[config.mk]
export PLATFORM = sky130hd
export DESIGN_NAME = mem_arbiter_flat
export DESIGN_NICKNAME = d
export VERILOG_FILES = /design/src/rtl/mem_arb_pkg.sv /design/src/rtl/ctrl_bus_if.sv /design/src/rtl/sat_counter.sv /design/src/rtl/mem_arbiter.sv /design/src/flat_wrapper.sv
export SDC_FILE = /design/constraint.sdc
export NUM_CORES = 1
export LEC_CHECK = 0
export CORE_AREA = 4 4 108 161
export CTS_CLUSTER_SIZE = 8
export DETAILED_ROUTE_END_ITERATION = 8
export DIE_AREA = 0 0 112 165
export GPL_ROUTABILITY_DRIVEN = 0
export PLACE_DENSITY = 0.76
export SKIP_CTS_REPAIR_TIMING = 1
export SLEW_MARGIN = 10
export SYNTH_ARGS = -nofsm -noshare
export SYNTH_HDL_FRONTEND = slang
export SYNTH_SLANG_ARGS = --single-unit
[constraint.sdc]
create_clock -name ctrl_bus_clk -period 1.9 [get_ports ctrl_bus_clk]
set_input_delay 0.285 -clock ctrl_bus_clk [delete_from_list [all_inputs] [get_ports ctrl_bus_clk]]
set_output_delay 0.285 -clock ctrl_bus_clk [all_outputs]
set_load 0.05 [all_outputs]
[src/rtl/mem_arb_pkg.sv]
// rtl/mem_arb_pkg.sv - shared types for the two-port memory arbiter
package mem_arb_pkg;

  typedef enum logic [1:0] {
    IDLE,
    BUSY_IF,
    BUSY_D
  } arb_state_t;

  typedef enum logic {
    GRANT_IF,
    GRANT_D
  } grant_t;

  // Round-robin tie-break: the port that did not win last time goes next.
  function automatic grant_t rr_pick(input grant_t last);
    return (last == GRANT_IF) ? GRANT_D : GRANT_IF;
  endfunction

endpackage

[src/rtl/ctrl_bus_if.sv]
// rtl/ctrl_bus_if.sv - clock and synchronous active-high reset bundle
interface ctrl_bus_if;
  logic clk;
  logic reset;

  modport central (
    input clk,
    input reset
  );
endinterface

[src/rtl/sat_counter.sv]
// rtl/sat_counter.sv - saturating event counter, holds at all-ones
module sat_counter
  import mem_arb_pkg::*;
#(
  parameter int N = 16
) (
  ctrl_bus_if.central    ctrl_bus,
  input  logic           inc,
  output logic [N-1:0]   count
);

  always_ff @(posedge ctrl_bus.clk) begin
    if (ctrl_bus.reset) begin
      count <= '0;
    end else if (inc && (count != '1)) begin
      count <= count + N'(1);
    end
  end

endmodule

[src/rtl/mem_arbiter.sv]
// rtl/mem_arbiter.sv - round-robin arbiter sharing one memory port between fetch and data
module mem_arbiter
  import mem_arb_pkg::*;
#(
  parameter int ADDR_W = 32,
  parameter int DATA_W = 32,
  parameter int CNT_W  = 16
) (
  ctrl_bus_if.central         ctrl_bus,
  input  logic                if_req,
  input  logic [ADDR_W-1:0]   if_addr,
  output logic [DATA_W-1:0]   if_rdata,
  output logic                if_ready,
  input  logic                d_req,
  input  logic                d_we,
  input  logic [ADDR_W-1:0]   d_addr,
  input  logic [DATA_W-1:0]   d_wdata,
  output logic [DATA_W-1:0]   d_rdata,
  output logic                d_ready,
  output logic                mem_req,
  output logic                mem_we,
  output logic [ADDR_W-1:0]   mem_addr,
  output logic [DATA_W-1:0]   mem_wdata,
  input  logic [DATA_W-1:0]   mem_rdata,
  input  logic                mem_ack,
  output logic                stall,
  output logic [CNT_W-1:0]    conflict_cnt
);

  arb_state_t          state, state_nx;
  grant_t              last_grant;
  logic                if_elig, d_elig;
  logic                grant_if, grant_d;
  logic                conflict;
  logic                we_q;
  logic [ADDR_W-1:0]   addr_q;
  logic [DATA_W-1:0]   wdata_q;

  // A port whose ready is high this cycle is still holding the old request.
  assign if_elig  = if_req & ~if_ready;
  assign d_elig   = d_req & ~d_ready;
  assign conflict = (state == IDLE) & if_elig & d_elig;

  always_comb begin
    state_nx = state;
    grant_if = 1'b0;
    grant_d  = 1'b0;
    case (state)
      IDLE: begin
        if (if_elig && d_elig) begin
          if (rr_pick(last_grant) == GRANT_D) grant_d = 1'b1;
          else                                grant_if = 1'b1;
        end else if (if_elig) begin
          grant_if = 1'b1;
        end else if (d_elig) begin
          grant_d = 1'b1;
        end
        if (grant_if)     state_nx = BUSY_IF;
        else if (grant_d) state_nx = BUSY_D;
      end
      BUSY_IF: if (mem_ack) state_nx = IDLE;
      BUSY_D:  if (mem_ack) state_nx = IDLE;
      default: state_nx = IDLE;
    endcase
  end

  always_ff @(posedge ctrl_bus.clk) begin
    if (ctrl_bus.reset) begin
      state      <= IDLE;
      last_grant <= GRANT_IF;
      addr_q     <= '0;
      we_q       <= 1'b0;
      wdata_q    <= '0;
      if_rdata   <= '0;
      d_rdata    <= '0;
      if_ready   <= 1'b0;
      d_ready    <= 1'b0;
    end else begin
      state    <= state_nx;
      if_ready <= (state == BUSY_IF) && mem_ack;
      d_ready  <= (state == BUSY_D) && mem_ack;
      if ((state == BUSY_IF) && mem_ack) begin
        if_rdata <= mem_rdata;
      end
      // Stores leave the last load value visible on d_rdata.
      if ((state == BUSY_D) && mem_ack && !we_q) begin
        d_rdata <= mem_rdata;
      end
      if (grant_if) begin
        addr_q     <= if_addr;
        we_q       <= 1'b0;
        last_grant <= GRANT_IF;
      end
      if (grant_d) begin
        addr_q     <= d_addr;
        we_q       <= d_we;
        wdata_q    <= d_wdata;
        last_grant <= GRANT_D;
      end
    end
  end

  assign mem_req   = (state != IDLE);
  assign mem_we    = we_q;
  assign mem_addr  = addr_q;
  assign mem_wdata = wdata_q;
  assign stall     = (if_req & ~if_ready) | (d_req & ~d_ready);

  sat_counter #(
    .N (CNT_W)
  ) u_conflict_cnt (
    .ctrl_bus (ctrl_bus),
    .inc      (conflict),
    .count    (conflict_cnt)
  );

endmodule
[src/flat_wrapper.sv]
// flat-port wrapper written by rule: the top's interface ports become plain ports
module mem_arbiter_flat import mem_arb_pkg::*;
#(
  parameter int ADDR_W = 32,
  parameter int DATA_W = 32,
  parameter int CNT_W  = 16
)
  (if_req, if_addr, if_rdata, if_ready, d_req, d_we, d_addr, d_wdata, d_rdata, d_ready, mem_req, mem_we, mem_addr, mem_wdata, mem_rdata, mem_ack, stall, conflict_cnt, ctrl_bus_clk, ctrl_bus_reset);
  ctrl_bus_if ctrl_bus_i ();
  input  logic if_req;
  input  logic [ADDR_W-1:0] if_addr;
  output logic [DATA_W-1:0] if_rdata;
  output logic if_ready;
  input  logic d_req;
  input  logic d_we;
  input  logic [ADDR_W-1:0] d_addr;
  input  logic [DATA_W-1:0] d_wdata;
  output logic [DATA_W-1:0] d_rdata;
  output logic d_ready;
  output logic mem_req;
  output logic mem_we;
  output logic [ADDR_W-1:0] mem_addr;
  output logic [DATA_W-1:0] mem_wdata;
  input  logic [DATA_W-1:0] mem_rdata;
  input  logic mem_ack;
  output logic stall;
  output logic [CNT_W-1:0] conflict_cnt;
  input wire logic [$bits(ctrl_bus_i.clk)-1:0] ctrl_bus_clk;
  input wire logic [$bits(ctrl_bus_i.reset)-1:0] ctrl_bus_reset;
  assign ctrl_bus_i.clk = ctrl_bus_clk;
  assign ctrl_bus_i.reset = ctrl_bus_reset;
  mem_arbiter #(.ADDR_W(ADDR_W), .DATA_W(DATA_W), .CNT_W(CNT_W)) u_core (.ctrl_bus(ctrl_bus_i), .if_req(if_req), .if_addr(if_addr), .if_rdata(if_rdata), .if_ready(if_ready), .d_req(d_req), .d_we(d_we), .d_addr(d_addr), .d_wdata(d_wdata), .d_rdata(d_rdata), .d_ready(d_ready), .mem_req(mem_req), .mem_we(mem_we), .mem_addr(mem_addr), .mem_wdata(mem_wdata), .mem_rdata(mem_rdata), .mem_ack(mem_ack), .stall(stall), .conflict_cnt(conflict_cnt));
endmodule
==> out/metrics.cfg <==
[layout]
register_area_um2=3050
fillers=1361
area_growth_pct=72.7
nets=1165
fin_cells=1246
antenna_cells=0
multi_input_area_um2=2650
final_area_um2=9990
drive_gt1_share_pct=13.1

[sta]
relSlewSlack_pct=55.5
worst_slew_pin_slew_ns=0.668
finalSetupTns_ns=0
fin_crit_sh_pct=98.1
hold_viol_final=0
drv_slew=0
fmax_mhz=537
setup_viol=0
setup_ws_ns=0.0370
rsz0062_at_grt=yes
finalClockSkew_ns=0.00782
fin_crit_ns=1.86

[worst_setup_path]
path_max_fanout=4
path_cells=clkdlybuf4s50_1
crit_path_start_kind=flip-flop
crit_arrival_ns=1.58
startpoint=u_core.u_conflict_cnt.count[15]$_SDFFE_PP0P_
slowest_delay_ns=0.81
r2r_start=u_core.state[1]$_SDFFE_PP0P_
cp-end-kind=output port
regToRegEndpoint=u_core.u_conflict_cnt.count[15]$_SDFFE_PP0P_
critPathSlowestCell=clkdlybuf4s50_1
critPathTopFamily=buffers and inverters
cp-endpoint=conflict_cnt[15]
r2r_cells=6
rrSetupSlack_ns=0.05
crit_required_ns=1.62
criticalPathCategory=reg2out
cp.depth=1
crit_buf_inv=1

[clock_network]
worstSkewPairLatency_ns=0.42
cts_max_level=4
clock_path_buffers=2
cts_buffers=17
cts_tree=done
path_clk_slew_ns=0.06
cts_sinks=150
ctsRootBufferMaster=clkbuf_16

[synth]
netlist_top_cells_area=dfxtp_1, nand2_1, a21oi_1, a311oi_1, clkbuf_1
syn_nets=875
synth_cell_types=43
netlist.area_leader.share_pct=51.9
netlist_instances=737
syn_area_um2=5790
synth_largest_area_cell=dfxtp_1
avgSynthCellArea_um2=7.85
synth_seq_cells=150
seq_area_frac_synth_pct=51.9
yosys_warnings=0

[grt]
grt_pass1_wl_mm=28.4
antenna_found_initial=0
grt_max_degree=63
grt-ovfl-total=0
grt_pass1_vias=5726
grtUsageTotal_pct=19.0

[drt]
first_pass_iters=4
avgRoutedWirePerCell_um=14.8
drtAntennaViolNets=0
drt-vias-per-instance=4.83
drc=0
routed_wl_mm=18.5
drt_iter0_markers=401
via_count=6014

[die]
die_height_um=165
die_x_um=112
die-area_um2=18500
io_pins=283
initial_core_util_pct=36.1
fp-row-count=57
fp.coreArea_um2=16000

[min_path]
hp-class=in2reg

[place]
port_buffers=282
dp_cells=1214
post-dp-hpwl_mm=13.5
dpl_cell_area_um2=9250
place_ws_ns=-0.285

[status]
status=complete, no violations

[power_and_ir_drop]
leakagePower_uw=0.00445
finalPower_uw=9780
power_density_nw_per_um2=979
ir_worst_vdd_uv=573

[flow_run]
drv_cap=0

-- final cells by class --
cell class,instances,share of cell area (%)
inverters,7,0.263
repair buffers,328,34.3
flip-flops and latches,150,30.5
clock buffers,17,4.26
multi-input cells,523,26.5
clock inverters,15,1.60
well taps,206,2.58
-- registers in the layout (all words and copies together) (netlist names) --
name	flops
u_core.d_rdata	32
u_core.if_rdata	32
u_core.mem_addr	32
u_core.mem_wdata	32
u_core.u_conflict_cnt.count	16
u_core.state	2
u_core.d_ready	1
u_core.if_ready	1
u_core.last_grant	1
u_core.mem_we	1
-- cell usage after synthesis, drive strengths merged --
| cell | number |
|---|---|
| o2111ai | 1 |
| or3 | 3 |
| nand3 | 4 |
| or2 | 2 |
| and2 | 1 |
| and3b | 1 |
| ha | 4 |
| a32oi | 1 |
| o311a | 1 |
| nand4 | 6 |
| nor3 | 6 |
| nor3b | 1 |
| nand3b | 3 |
| o21ai | 5 |
| nor2 | 42 |
| and4 | 1 |
| nor4 | 1 |
| dlygate4sd1 | 1 |
| mux2i | 1 |
| o31ai | 6 |
| a32o | 1 |
| a311oi | 33 |
| o21ba | 1 |
| a21o | 1 |
| inv | 7 |
| o41a | 1 |
| a2111oi | 1 |
| o41ai | 1 |
| a21oi | 110 |
| nor2b | 2 |
| a31oi | 1 |
| buf | 11 |
| nand2 | 266 |
| o21a | 1 |
| dfxtp | 150 |
| mux2 | 1 |
| clkbuf | 45 |
| nand2b | 4 |
| or4 | 9 |
-- through the flow --
step                      hold slack (ns)  util, %
final                               0.333     62.3
after global routing                0.348     62.3
after CTS                           0.311     61.3
after detailed placement            0.445     57.6
after global placement              0.441     57.6
after floorplan                     0.421        -
-- report_power, final --
part	switching, uW	internal [uW]
logic	1770	1130
clock network	1470	1870
registers	138	3410
total	3370	6410
-- cells in the final DEF (no fill, tap or decap), types with 6 or more instances in the layout --
cell	n
buf_12	13
buf_4	46
dlymetal6s2s_1	50
clkbuf_16	17
nand2_1	266
dfxtp_2	9
clkdlybuf4s50_1	219
nor2_1	41
dfxtp_1	132
inv_6	6
a21oi_1	104
a311oi_1	33
dfxtp_4	9
-- how the worst min path moves through the flow --
stage	startpoint	end	depth (start not counted)
detailed placement	u_core.mem_wdata[29]$_SDFFE_PP0N_	u_core.mem_wdata[29]$_SDFFE_PP0N_	2
global placement	u_core.d_rdata[31]$_SDFFE_PP0P_	u_core.d_rdata[31]$_SDFFE_PP0P_	2
floorplan	mem_rdata[0]	u_core.d_rdata[0]$_SDFFE_PP0P_	2
global route	ctrl_bus_reset	u_core.if_ready$_SDFF_PP0_	2
finish	ctrl_bus_reset	u_core.state[1]$_SDFFE_PP0P_	2
CTS	ctrl_bus_reset	u_core.state[1]$_SDFFE_PP0P_	2
-- routing by layer --
layer	GRT usage, %	vias up	wire length [um]
met2	35.8	195	9910
met1	19.7	2724	6980
met4	7.98	0	440
met5	0	-	0
li1	-	3070	-
met3	5.06	25	1180
-- cells by family after synthesis --
group	share of synthesized area [%]
muxes	0.368
buffers and inverters	4.37
and+or+nand+nor	25.1
adders and majority gates	0.865
AOI/OAI and AO/OA	17.4
DFF	51.9
Note: power is estimated with default switching activity, not from simulation.
